--- src/rtl/node_tbl_pkg.sv ---
// Shared parameters, word offsets and FSM encoding for the neighbour table writer.
package node_tbl_pkg;

    localparam int NUM_ENTRIES = 8;
    localparam int ENTRY_WORDS = 4;
    localparam int WORD_WIDTH  = 16;
    localparam int INDEX_WIDTH = 6;
    localparam int ENTRY_BYTES = 8;

    localparam int ID_OFS     = 0;
    localparam int ENERGY_OFS = 2;
    localparam int HOP_OFS    = 4;
    localparam int Q_OFS      = 6;

    localparam int SLOT_WIDTH = $clog2(NUM_ENTRIES);
    localparam int CNT_WIDTH  = $clog2(ENTRY_WORDS);
    localparam int OCC_WIDTH  = $clog2(NUM_ENTRIES + 1);

    typedef enum logic [2:0] {
        ST_IDLE,
        ST_SCAN,
        ST_WRITE,
        ST_DONE,
        ST_DROP
    } tbl_state_t;

    // Byte index of word wsel inside entry slot; never exceeds 62, so index+1 cannot wrap.
    function automatic logic [INDEX_WIDTH-1:0] entry_index(input logic [SLOT_WIDTH-1:0] slot,
                                                            input logic [CNT_WIDTH-1:0]  wsel);
        return (INDEX_WIDTH'(slot) * INDEX_WIDTH'(ENTRY_BYTES)) + (INDEX_WIDTH'(wsel) << 1);
    endfunction

endpackage

--- src/rtl/neighbor_table_writer.sv ---
// Receives 4-word neighbour packets, searches the 8-entry table in the node bank and
// overwrites the matching entry or fills the first free one; drops when the table is full.
//
// state    | meaning
// ST_IDLE  | ready, buffering packet words 0..3
// ST_SCAN  | reading entry IDs s=0..7, looking for a hit or first free slot
// ST_WRITE | writing buffered words w=0..3 into the chosen slot
// ST_DONE  | one-cycle update report
// ST_DROP  | one-cycle discard report
module neighbor_table_writer
    import node_tbl_pkg::*;
(
    input  logic                   clk,
    input  logic                   nrst,
    input  logic                   pkt_valid,
    output logic                   pkt_ready,
    input  logic [WORD_WIDTH-1:0]  pkt_data,
    output logic                   mem_wr_en,
    output logic [INDEX_WIDTH-1:0] mem_index,
    output logic [WORD_WIDTH-1:0]  mem_wdata,
    input  logic [WORD_WIDTH-1:0]  mem_rdata,
    output logic                   upd_done,
    output logic                   upd_hit,
    output logic [SLOT_WIDTH-1:0]  upd_slot,
    output logic                   upd_drop,
    output logic                   table_full
);

    tbl_state_t state_q, state_d;

    logic [WORD_WIDTH-1:0]  buf_q [ENTRY_WORDS];
    logic [CNT_WIDTH-1:0]   cnt_q;
    logic [SLOT_WIDTH-1:0]  scan_q;
    logic [CNT_WIDTH-1:0]   wcnt_q;
    logic [SLOT_WIDTH-1:0]  slot_q;
    logic                   hit_q;
    logic                   free_found_q;
    logic [SLOT_WIDTH-1:0]  free_slot_q;
    logic [OCC_WIDTH-1:0]   occ_q;
    logic                   full_q;

    logic                   accept;
    logic                   scan_hit;
    logic                   scan_free;
    logic                   scan_last;
    logic                   ready_c;
    logic                   wr_en_c;
    logic [INDEX_WIDTH-1:0] index_c;
    logic [WORD_WIDTH-1:0]  wdata_c;
    logic                   done_c;
    logic                   drop_c;

    assign accept    = pkt_valid && (state_q == ST_IDLE);
    assign scan_hit  = (mem_rdata == buf_q[0]);
    assign scan_free = (mem_rdata == '0);
    assign scan_last = (scan_q == SLOT_WIDTH'(NUM_ENTRIES - 1));

    always_comb begin
        state_d = state_q;
        ready_c = 1'b0;
        wr_en_c = 1'b0;
        index_c = '0;
        wdata_c = '0;
        done_c  = 1'b0;
        drop_c  = 1'b0;
        case (state_q)
            ST_IDLE: begin
                ready_c = 1'b1;
                if (accept && (cnt_q == CNT_WIDTH'(ENTRY_WORDS - 1)))
                    state_d = (buf_q[0] == '0) ? ST_DROP : ST_SCAN;
            end
            ST_SCAN: begin
                index_c = entry_index(scan_q, CNT_WIDTH'(ID_OFS / 2));
                if (scan_hit)
                    state_d = ST_WRITE;
                else if (scan_last)
                    state_d = (free_found_q || scan_free) ? ST_WRITE : ST_DROP;
            end
            ST_WRITE: begin
                wr_en_c = 1'b1;
                index_c = entry_index(slot_q, wcnt_q);
                wdata_c = buf_q[wcnt_q];
                if (wcnt_q == CNT_WIDTH'(ENTRY_WORDS - 1))
                    state_d = ST_DONE;
            end
            ST_DONE: begin
                done_c  = 1'b1;
                state_d = ST_IDLE;
            end
            ST_DROP: begin
                drop_c  = 1'b1;
                state_d = ST_IDLE;
            end
            default: state_d = ST_IDLE;
        endcase
    end

    // Packet buffer carries no reset; it is always refilled before being used.
    always_ff @(posedge clk) begin
        if (accept)
            buf_q[cnt_q] <= pkt_data;
    end

    always_ff @(posedge clk) begin
        if (!nrst) begin
            state_q      <= ST_IDLE;
            cnt_q        <= '0;
            scan_q       <= '0;
            wcnt_q       <= '0;
            slot_q       <= '0;
            hit_q        <= 1'b0;
            free_found_q <= 1'b0;
            free_slot_q  <= '0;
            occ_q        <= '0;
            full_q       <= 1'b0;
        end else begin
            state_q <= state_d;
            full_q  <= (occ_q == OCC_WIDTH'(NUM_ENTRIES));
            case (state_q)
                ST_IDLE: begin
                    if (accept)
                        cnt_q <= cnt_q + 1'b1;
                    scan_q       <= '0;
                    wcnt_q       <= '0;
                    hit_q        <= 1'b0;
                    free_found_q <= 1'b0;
                end
                ST_SCAN: begin
                    scan_q <= scan_q + 1'b1;
                    if (scan_hit) begin
                        slot_q <= scan_q;
                        hit_q  <= 1'b1;
                    end else begin
                        if (scan_free && !free_found_q) begin
                            free_found_q <= 1'b1;
                            free_slot_q  <= scan_q;
                        end
                        if (scan_last)
                            slot_q <= free_found_q ? free_slot_q : scan_q;
                    end
                end
                ST_WRITE: begin
                    wcnt_q <= wcnt_q + 1'b1;
                    if ((wcnt_q == CNT_WIDTH'(ENTRY_WORDS - 1)) && !hit_q &&
                        (occ_q != OCC_WIDTH'(NUM_ENTRIES)))
                        occ_q <= occ_q + 1'b1;
                end
                default: ;
            endcase
        end
    end

    // Every output is forced low while reset is held, even before the state register clears.
    assign pkt_ready  = nrst & ready_c;
    assign mem_wr_en  = nrst & wr_en_c;
    assign mem_index  = nrst ? index_c : '0;
    assign mem_wdata  = nrst ? wdata_c : '0;
    assign upd_done   = nrst & done_c;
    assign upd_hit    = nrst & done_c & hit_q;
    assign upd_slot   = (nrst && done_c) ? slot_q : '0;
    assign upd_drop   = nrst & drop_c;
    assign table_full = nrst & full_q;

endmodule

--- config.mk ---
export PLATFORM = sky130hd
export DESIGN_NAME = neighbor_table_writer
export DESIGN_NICKNAME = d
export VERILOG_FILES = /design/src/rtl/node_tbl_pkg.sv /design/src/rtl/neighbor_table_writer.sv
export SDC_FILE = /design/constraint.sdc
export NUM_CORES = 1
export LEC_CHECK = 0
export CAP_MARGIN = 20
export CORE_MARGIN = 3
export CORE_UTILIZATION = 33
export DETAILED_ROUTE_END_ITERATION = 10
export DONT_BUFFER_PORTS = 1
export GPL_ROUTABILITY_DRIVEN = 1
export HOLD_SLACK_MARGIN = 0.08
export SLEW_MARGIN = 20
export SYNTH_ARGS = -nofsm -noshare
export SYNTH_HDL_FRONTEND = slang
export SYNTH_SLANG_ARGS = --single-unit
--- constraint.sdc ---
create_clock -name clk -period 3.15 [get_ports clk]
set_input_delay 0.63 -clock clk [delete_from_list [all_inputs] [get_ports clk]]
set_output_delay 0.63 -clock clk [all_outputs]
set_load 0.1 [all_outputs]
==> results by group <==
Outcome
  • Status: finished, final reports clean

Synthesis
  • Dominant cell type by area after synthesis: edfxtp_1
  • Post-synth ARST share: 0
  • Synth top area cells: edfxtp_1 47%, dfxtp_1 12%, mux4_2 8.9%
  • Netlist cell types: 43
  • Mapped Area: 4060 um2
  • Synth Flop Type: edfxtp_1
  • #FFs+latches synth: 89
  • Cells after Synth: 304
  • Syn Area/Cell: around 13 um2
  • Yosys synthesis warning count: 0
  • Number of enable flip-flop cells after synthesis: 64
  • Seq/Total Area, Yosys: 0.596
  • Post-synth top area share: 0.473
  • Net count after synthesis: 348

Layout
  • Layout area overhead: 26.3%
  • Post-layout instance area: 5130 um2
  • Non-filler cells, final: a little under 500
  • Share of cells above drive strength 1: 0.243
  • Final core occ: 0.438
  • # diodes: 0
  • Final nets: between 300 and 400

Setup path
  • R2R Path End: buf_q[0][4]
  • CP Data Required Time: about 2500 ps
  • WS Path Type: reg2out
  • Startpoint types: flop
  • Reg2Reg Setup Slack: 1190 ps
  • Crit. End Element: output pin
  • Origin of the critical flop-to-flop path: state_q[2]
  • Arr. time, crit path: 2220 ps
  • FF-to-FF path depth: 4
  • CP max FO: 20

Power
  • Worst VDD drop: between 0.2 and 0.3 mV
  • Leakage power: 1.76 nW
  • Tot Pwr: about 2.5 mW
  • Cell Pwr Density: around 490 nW/um2

GRT
  • GRT Overall Usage: 0.143
  • Largest net degree at the start of global routing: 34
  • Vias in the first global route: between 2000 and 3000
  • Overflow after GRT: 0
  • Antenna violations before repair: 0
  • First-pass GRT wire length: ~15000 um

Clock tree
  • CTS Buf Count: 9
  • Post-CTS setup buffer count: 0
  • Post_cts resized: 0
  • Sink Count: between 80 and 90
  • Clock Latency Late Sink: ~340 ps
  • Worst-case clock buffer depth: 2
  • H-tree Lvls: 3
  • CTS tree: done
  • Root Buffer: clkbuf_16
  • Hold_buf cts: 0
  • Worst-path clk slew: approximately 70 ps

Timing
  • Final hold violations: 0
  • Setup TNS: 0 ps
  • Setup violators final: 0
  • Hold_ws: 381 ps
  • Minimum clock period: about 2800 ps
  • Period utilization: 0.904
  • Final Max Slew Viols: 0
  • Unrepaired setup endpoints after global routing: no
  • Max_slew headroom: 0.639
  • Measured slew at the worst slew-check pin: ~540 ps
  • Final Worst Setup Slack: approximately 300 ps
  • F_max: 351 MHz
  • Clock Skew: 12.6 ps

Routing
  • Total wire length: a little over 9000 um
  • Routed Antenna Nets: 0
  • DR vias/cell: around 5.3
  • Number of DRC markers in iteration 0: 79
  • Total iterations of the first detailed-routing run: 4
  • Vias: around 2600
  • Remaining DRCs: 0
  • WL per Instance: around 19 um

Place
  • Post-detail-place hpwl: around 6400 um
  • Placed insts: ~470
  • Port buffer count: 0
  • Worst slack at placement: ~680 ps
  • Routability cong.: between 0.7 and 0.8
  • Cell area after placement: about 4800 um2

Hold path
  • Class of the worst hold path: in2reg
  • Hold wc startpoint: pkt_data[9]
  • Hold path cells: 0
  • WHS Endpoint: buf_q[3][9]

Floorplan
  • I/O pin count: 66
  • Initial Util: 0.347
  • Std cell rows: 39
  • Full die area: about 14000 um2
  • Die Wd: approximately 120 um
  • Core Box Area: between 10000 and 15000 um2
  • DIE HEIGHT: approximately 120 um

Job
  • Max-cap violations: 0
## placed cells by master, fill, tap and decap left out, types with 3 or more instances in the layout
cell and instances:
edfxtp_1 64, nor2_1 15, ha_1 9, a21oi_1 10, and2_1 5, nand2_1 17, buf_12 26, nand4_1 7
nand2b_1 4, mux4_2 16, nor4_1 9, and3_1 22, or3_1 3, a22oi_1 3, clkbuf_16 9, dfxtp_1 25
xnor2_1 18, inv_1 7, buf_4 15, nor2_2 3, o21a_1 3, mux2i_1 4, o21ai_0 7
## power breakdown
part	switching, mW	internal (mW)
clock network	0.509	0.567
registers	0.0262	1.30
logic	0.0683	0.0525
total	0.603	1.92
## sequential cells by signal, summed over array words and instances (netlist names), named ones only
| register | count |
|---|---|
| free_slot_q | 3 |
| occ_q | 4 |
| wcnt_q | 2 |
| scan_q | 3 |
| buf_q | 64 |
| state_q | 3 |
| hit_q | 1 |
| full_q | 1 |
| free_found_q | 1 |
| cnt_q | 2 |
| slot_q | 3 |
## layout make-up
type,instances,area [um2]
Fill cell,1080,6580
Sequential cell,89,2420
Multi-Input combinational cell,189,1560
Timing Repair Buffer,41,633
Clock buffer,9,225
Tap cell,143,179
Clock inverter,7,81.3
Inverter,7,26.3
## metal layers
metal | up-vias | part of all wire | wire, um | track usage
met3 | 12 | 0.072 | 665 | 0.0530
li1 | 1213 | - | - | -
met5 | - | 0 | 0 | 0
met4 | 0 | 0.017 | 159 | 0.0459
met1 | 1281 | 0.42 | 3890 | 0.177
met2 | 70 | 0.49 | 4540 | 0.234
## cells by family after synthesis
| family | Yosys count | share of synthesized area |
|---|---|---|
| flip-flops | 89 | 0.596 |
| AND/OR/NAND/NOR | 104 | 0.150 |
| adder cells (fa/ha/maj) | 9 | 0.0277 |
| multiplexers | 21 | 0.101 |
| AO/OA/AOI/OAI | 34 | 0.0533 |
| buffers and inverters | 26 | 0.0271 |
| XOR/XNOR | 20 | 0.0431 |
| other | 1 | 0.000923 |
## cells in the mapped netlist, types with 5 or more instances
cell type   n
edfxtp_1   64
dfxtp_1    25
and3_1     22
nor2_1     18
xnor2_1    18
nand2_1    17
mux4_2     16
clkbuf_1   13
a21oi_1    10
ha_1        9
nor4_1      9
inv_1       7
nand4_1     7
o21ai_0     7
and2_1      5
## worst max path at each step
stage | start | to | slack (ps) | cells past startpoint
after global routing | state_q[1] | mem_wdata[6] | 150 | 4
after floorplan | nrst | upd_drop | -80 | 3
final | state_q[1] | mem_wdata[2] | 300 | 4
after CTS | state_q[1] | mem_wdata[2] | 300 | 4
after detailed placement | state_q[1] | mem_wdata[7] | 680 | 4
after global placement | state_q[1] | mem_wdata[7] | 770 | 4
## worst max-delay path, stage by stage (launching register included)
cell and delay (ps):
dfxtp_1 640, nor3b_2 450, buf_4 330, and3_1 260, buf_12 190
No activity file was read; power rests on OpenSTA's default activity.
